<file path="src/rtl/dm_sync_param.sv">
// dm_sync_param: parametrised big-endian byte/half/word data memory with clear sequencer and req/ack handshake.
// Define DM_ALIGN_CHECK_EN to enable misalignment, illegal-size and range error detection.
module dm_sync_param #(
  parameter int ADDR_W     = 12,
  parameter int DEPTH_LOG2 = 5
) (
  input  logic                  i_clk,
  input  logic                  i_rst_n,
  input  logic                  i_req,
  input  logic                  i_we,
  input  logic [1:0]            i_size,
  input  logic                  i_sext,
  input  logic [ADDR_W-1:0]     i_addr,
  input  logic [31:0]           i_din,
  input  logic                  i_clr,
  output logic                  o_ready,
  output logic                  o_ack,
  output logic                  o_err,
  output logic [31:0]           o_dout,
  input  logic [DEPTH_LOG2-1:0] i_test_addr,
  output logic [31:0]           o_test_data
);
`ifdef DM_ALIGN_CHECK_EN
  localparam logic CHK = 1'b1;
`else
  localparam logic CHK = 1'b0;
`endif
  typedef enum logic {CLEAR, IDLE} state_t;
  state_t                r_state;
  logic [DEPTH_LOG2-1:0] r_cnt;
  logic [31:0]           r_mem [2**DEPTH_LOG2];
  logic                  r_ack, r_err;
  logic [31:0]           r_dout;
  logic                  w_acc, w_bad;
  logic [1:0]            w_sz;
  logic [4:0]            w_sh;
  logic [DEPTH_LOG2-1:0] w_idx;
  logic [31:0]           w_rd, w_mask, w_wdata, w_lane, w_load;
  // size 11 behaves as a word; lane shift comes from the big-endian offset
  assign w_sz    = (i_size == 2'b11) ? 2'b10 : i_size;
  assign w_idx   = i_addr[DEPTH_LOG2+1:2];
  assign w_rd    = r_mem[w_idx];
  assign w_sh    = (w_sz == 2'b00) ? {~i_addr[1:0], 3'b000} : (w_sz == 2'b01) ? {~i_addr[1], 4'b0000} : 5'd0;
  assign w_mask  = ((w_sz == 2'b00) ? 32'h0000_00FF : (w_sz == 2'b01) ? 32'h0000_FFFF : 32'hFFFF_FFFF) << w_sh;
  assign w_wdata = (i_din << w_sh) & w_mask;
  assign w_lane  = w_rd >> w_sh;
  assign w_load  = (w_sz == 2'b00) ? {{24{i_sext & w_lane[7]}}, w_lane[7:0]} :
                   (w_sz == 2'b01) ? {{16{i_sext & w_lane[15]}}, w_lane[15:0]} : w_lane;
  assign w_bad   = CHK & ((i_size == 2'b11) | ((i_size == 2'b01) & i_addr[0]) |
                   ((i_size == 2'b10) & (|i_addr[1:0])) | ((i_addr >> (DEPTH_LOG2 + 2)) != '0));
  assign w_acc   = i_req & (r_state == IDLE);
  assign o_ready = (r_state == IDLE);
  assign o_ack   = r_ack;
  assign o_err   = r_err;
  assign o_dout  = r_dout;
  assign o_test_data = r_mem[i_test_addr];
  always_ff @(posedge i_clk or negedge i_rst_n) begin
    if (!i_rst_n) begin
      r_state <= CLEAR;
      r_cnt   <= '0;
      r_ack   <= 1'b0;
      r_err   <= 1'b0;
      r_dout  <= '0;
    end else begin
      r_ack <= w_acc;
      r_err <= w_acc & w_bad;
      if (w_acc & ~i_we) r_dout <= w_bad ? '0 : w_load;
      if (r_state == CLEAR) begin
        r_cnt <= r_cnt + 1'b1;
        if (&r_cnt) r_state <= IDLE;
      end else if (i_clr) begin
        r_cnt   <= '0;
        r_state <= CLEAR;
      end
    end
  end
  always_ff @(posedge i_clk) begin
    if (r_state == CLEAR) r_mem[r_cnt] <= '0;
    else if (w_acc & i_we & ~w_bad) r_mem[w_idx] <= (w_rd & ~w_mask) | w_wdata;
  end
endmodule

</file>
<file path="config.mk">
export PLATFORM = sky130hd
export DESIGN_NAME = dm_sync_param
export DESIGN_NICKNAME = d
export VERILOG_FILES = /design/src/rtl/dm_sync_param.sv
export SDC_FILE = /design/constraint.sdc
export NUM_CORES = 1
export LEC_CHECK = 0
export ABC_CLOCK_PERIOD_IN_PS = 2900
export BUFFER_PORTS_ARGS = -buffer_cell sky130_fd_sc_hd__buf_2
export CELL_PAD_IN_SITES_DETAIL_PLACEMENT = 1
export CELL_PAD_IN_SITES_GLOBAL_PLACEMENT = 1
export CORE_UTILIZATION = 45
export DETAILED_ROUTE_END_ITERATION = 7
export GPL_TIMING_DRIVEN = 0
export HOLD_SLACK_MARGIN = 0.15
export PLACE_DENSITY_LB_ADDON = 0.1
export RECOVER_POWER = 50
export SYNTH_ARGS = -nofsm -noshare
export SYNTH_HDL_FRONTEND = slang
export SYNTH_SLANG_ARGS = --single-unit
</file>
<file path="constraint.sdc">
create_clock -name i_clk -period 2.9 [get_ports i_clk]
set_input_delay 0.29 -clock i_clk [delete_from_list [all_inputs] [get_ports i_clk]]
set_output_delay 0.29 -clock i_clk [all_outputs]
set_load 0.05 [all_outputs]
</file>
* After elaboration in Yosys (flattened, before gate mapping)
Memory sizes are Yosys's and may differ from the RTL's.
Index checks and enable logic that the tools add are counted.
** Storage, ports and cells
- Bits in registers :: 39
- Memory bits (writable) :: 1024
- Input bits :: 57
- Output and inout port bits :: 67
- Logic and storage cells :: 46
- Memories kept :: 1
** Memory list
- r_mem :: words 32, width 32, read ports 2, clocked after memory_dff 0, wr ports 1, RTL line 31 : logic [31:0] r_mem [2**DEPTH_LOG2];
** Operators by class
- $add $sub $neg :: 1
- Eq/ne operators :: 3
- Shifts and indexed selects :: 3
- Multiplexer cells :: 19
- Bitwise gates (word level) :: 12
- Reduce and logical (&&, ||, !) cells :: 3
** Operators by type and width (count)
- $mux W32 :: 5
- $and A32 B32 Y32 :: 2
- $shl A32 B5 Y32 :: 2
- $not A32 Y32 :: 1
- $or A32 B32 Y32 :: 1
- $reduce_or A32 Y1 :: 1
- $shr A32 B5 Y32 :: 1
- $mux W5 :: 5
- $mux W1 :: 8
- $add A5 B1 Y5 const B :: 1
- $and A1 B1 Y1 :: 5
- $reduce_and A5 Y1 :: 1
- $eq A2 B1 Y1 const B :: 1
- $eq A2 B2 Y1 const B :: 1
- $logic_not A2 Y1 :: 1
- $mux W2 :: 1
- $ne A2 B2 Y1 const B :: 1
- $not A1 Y1 :: 2
- $not A2 Y2 :: 1

* Logic depth before layout (Yosys ltp)
- Word-level depth :: 10
- Gate-level depth with buffers :: 13
- Mapped depth without buffers :: 7

* Least setup slack after synthesis
No wires, ideal clock.
- Path kind :: in2reg
- From :: in i_addr[3]
- To :: mem r_mem[0][21], data pin
- Setup time :: 491 ps
- Data arrival time :: 3582 ps
- Required time :: 2409 ps
- Path slack :: -1172 ps
- Cell stages on the path :: 12
- Buffers on the path :: 6
- Path through :: buf_2 buf_6 buf_6 buf_2 buf_2 buf_2 mux4_2 o211ai_1 nand2_1 nor3_1 nor2b_1 a311oi_1
** On the way
- Word-level cells in the longest chain between the ends :: 4
** Ends and longest elaborated chain
- start: declaration :: RTL line 13 : input logic [ADDR_W-1:0] i_addr,
- $mem_v2 Z32 W32
- $and A32 B32 Y32 :: RTL line 79 : else if (w_acc & i_we & ~w_bad) r_mem[w_idx] <= (w_rd & ~w_mask) | w_wdata;
- $or A32 B32 Y32 :: RTL line 79
- $mux W32 (no line)
- end: declaration :: RTL line 31
Every way passes these cells.

* Worst setup path in the final report
- From :: in i_addr[3]
- To :: mem r_mem[0][30], data pin
The elaborated chain is that of the path after synthesis.

==> flow_summary.toml <==
[place]
placedCellCount = 4273
port_buffers = 111
dp_hpwl_um = 141000
preCtsSetupSlack_ns = -3.19
place_congestion = 0.936
placed_area_mm2 = 0.0543

[grt]
grt_pass1_wl_um = 279000
grt-ovfl-total = 0
grt_usage_pct = 37.4
grt_pass1_vias = 33200
antenna_found_initial = 4
grt_max_degree = 40

[synthesis]
synth_nets = 2686
synth_area_leader_cell = "edfxtp_1"
netlist_area_mm2 = 0.0500
synthCells = 2627
ys_ff_latch = 1063
synth_area_leaders = "edfxtp_1 62%, mux4_2 24%, mux2i_1 2.7%"
yosysWarningCount = 0
synth-main-ff-cell = "edfxtp_1"
async_flop_share_pct = 3.67
avgSynthCellArea_um2 = 19.0
ys_seq_area_share_pct = 63.5
synth_top_area_share_pct = 61.5
synth_edf_count = 1024
yosysUniqueCellTypes = 63

[floorplan]
row_count = 121
die_h_um = 335
ios = 124
die_x_um = 335
die_area_mm2 = 0.112
coreArea_mm2 = 0.109
initial_core_util_pct = 45.6

[run_status]
status = "complete, but fails checks"
violations = "capacitance limit, slew limit, setup timing"

[sta]
report.final.hold_viol_count = 0
tns_ns = -42.52
max_slew.worst_pin.slew_ns = 2.41
rsz0062_at_grt = "true"
setup_violations = 725
finalWorstSetupSlack_ns = -0.206
finalWorstPathRequiredPeriod_ns = 3.11
max_freq_ghz = 0.322
slew-limit-headroom_pct = -60.4
finalCritPeriodShare_pct = 107
drv_slew = 73
finClkSkew_ns = 0.0346

[cells_and_area]
seq_area_mm2 = 0.0317
final_cell_mix = "1024 x edfxtp_1, 526 x mux4_2, 133 x mux2i_1"
final_common_cell = "edfxtp_1"
final_area_mm2 = 0.0609
finalNonFillerCells = 4668
final_nets = 3148
drive_gt1_share_pct = 41.5
multi_input_area_mm2 = 0.0185
fill_cells = 9568
syn2layout_area_growth_pct = 21.9

[route]
drt_iter0_markers = 5475
vias_per_cell = 7.18
wire_per_inst_um = 45.2
num_vias = 33500
wirelength_um = 211000
drt_pass1_iterations = 7
ant_nets = 0
drc = 0

[worst_setup_path]
cp_slowest_stage_delay_ns = 0.46
cp_slowest_cell = "nor2_2"
critPathKind = "in2reg"
end_kind = "flip-flop"
crit_arrival_ns = 3.57
start_kind = "input pin"
worst-path-max-fanout = 16
worstPathRequired_ns = 3.36
cp_cell_sequence = "clkbuf_4, buf_6, clkbuf_2, buf_6, clkbuf_4, mux4_2, nand2_1, nand3_1, and2_1, nor2_2, a211oi_4, buf_12"

[power_and_ir_drop]
p_per_area_mw_per_mm2 = 741
leakage_nw = 20.7
ir_drop_mv = 0.522
power_w = 0.0452

[clock_tree]
clk_pin_slew_worst_paths_ns = 0.06
cts_root_buffer = "clkbuf_16"
cts_htree_levels = 3
clock-sinks = 1063
clock_latency_ns = 0.75
cts_tree = "built"
cts_max_path_buffers = 3
cts_buffers = 117

[flow_run]
drv_cap = 4

[hold_path]
hp-class = "in2reg"
cell families after synthesis:
kind of cell	after synthesis	synth area share (%)
adder cells (fa/ha/maj)	2	0.0501
multiplexers	699	27.3
XOR/XNOR	2	0.0351
other	1	0.00751
AND/OR/NAND/NOR	355	3.26
buffers and inverters	218	1.88
AO/OA/AOI/OAI	287	4.00
flip-flops	1063	63.5
final cells by class:
cell class	count	share of cell area [%]
multi-input combinational	1371	30.3
clock inverter	77	1.33
timing repair buffer	319	5.17
sequential	1063	52.1
buffer	205	2.84
tap	1476	3.03
clock buffer	144	5.14
antenna	1	0.00411
inverter	12	0.0780
path summary, 6_finish.rpt:
path | endpoint | from | slack, ns | cells after the start
max | r_mem[0][30] | i_addr[3] | -0.21 | 12
min | o_dout[30] | i_size[0] | 0.25 | 4
max reg2reg | o_dout[27] | r_mem[31][15] | -0.04 | 7
min reg2reg | o_dout[7] | o_dout[7] | 0.49 | 2
max in group asynchronous | o_dout[3] | i_rst_n | 0.69 | 2
min in group asynchronous | o_dout[6] | i_rst_n | 0.85 | 2
per-stage QoR:
stage / utilization [%] / hold WS [ns]
after CTS: 56.0 / 0.173
after floorplan: - / -0.00559
final: 55.7 / 0.248
after detailed placement: 49.6 / 0.483
after global placement: 48.4 / 0.469
after global routing: 55.7 / 0.264
critical path: cells and delay by family:
| kind | cells | cell delay, ns |
|---|---|---|
| AO/OA/AOI/OAI | 1 | 0.09 |
| AND/OR/NAND/NOR | 4 | 1.08 |
| multiplexers | 1 | 0.36 |
| buffers and inverters | 6 | 1.69 |
synthesized netlist by cell type, types with 5 or more instances:
| library cell | n |
|---|---|
| edfxtp_1 | 1024 |
| mux4_2 | 526 |
| mux2i_1 | 137 |
| nand2_1 | 136 |
| clkbuf_1 | 115 |
| nor2_1 | 112 |
| o22ai_1 | 74 |
| buf_2 | 41 |
| dfrtp_1 | 39 |
| mux2_2 | 36 |
| buf_1 | 34 |
| a211oi_1 | 27 |
| o211ai_1 | 27 |
| a21oi_1 | 25 |
| a31oi_1 | 24 |
| a22oi_1 | 22 |
| o21ai_0 | 22 |
| nand3_1 | 18 |
| and2_1 | 15 |
| buf_4 | 13 |
| nand2b_1 | 13 |
| nor3_1 | 12 |
| o21a_1 | 12 |
| inv_1 | 11 |
| a32oi_1 | 10 |
| and3_1 | 10 |
| nor2b_1 | 10 |
| o41a_1 | 7 |
| o21ai_1 | 6 |
| o31ai_1 | 6 |
| a22o_1 | 5 |
| nand4b_1 | 5 |
| or4_1 | 5 |
timing repair:
action | CTS | global route
gates cloned | 22 | 3
endpoints found under the setup margin | 2112 | 1314
hold buffers | 8 | 0
setup buffers | 108 | 33
endpoints found under the hold margin | 51 | 0
resized for setup | 440 | 68
pin swaps | 66 | 23
state kept, by name (all words and copies together) (netlist names):
signal	flops
r_cnt	5
o_ack	1
o_ready	1
r_mem	1024
o_dout	32
report_power, final:
group,leakage (nW),switching [W],internal [W]
Clock,1.94,0.00642,0.00898
Combinational,8.51,0.00670,0.00345
Sequential,10.3,0.000858,0.0188
Total,20.7,0.0140,0.0312
layer usage:
layer | routed length, um | track usage, % | share of wire (%) | vias to the layer above
met4 | 10700 | 15.6 | 5.1 | 0
met2 | 93100 | 55.4 | 44 | 2696
met1 | 79600 | 53.0 | 38 | 18100
met5 | 0 | 0 | 0 | -
met3 | 27700 | 9.33 | 13 | 515
li1 | - | - | - | 12200
Power figures use the tool's default switching activity.
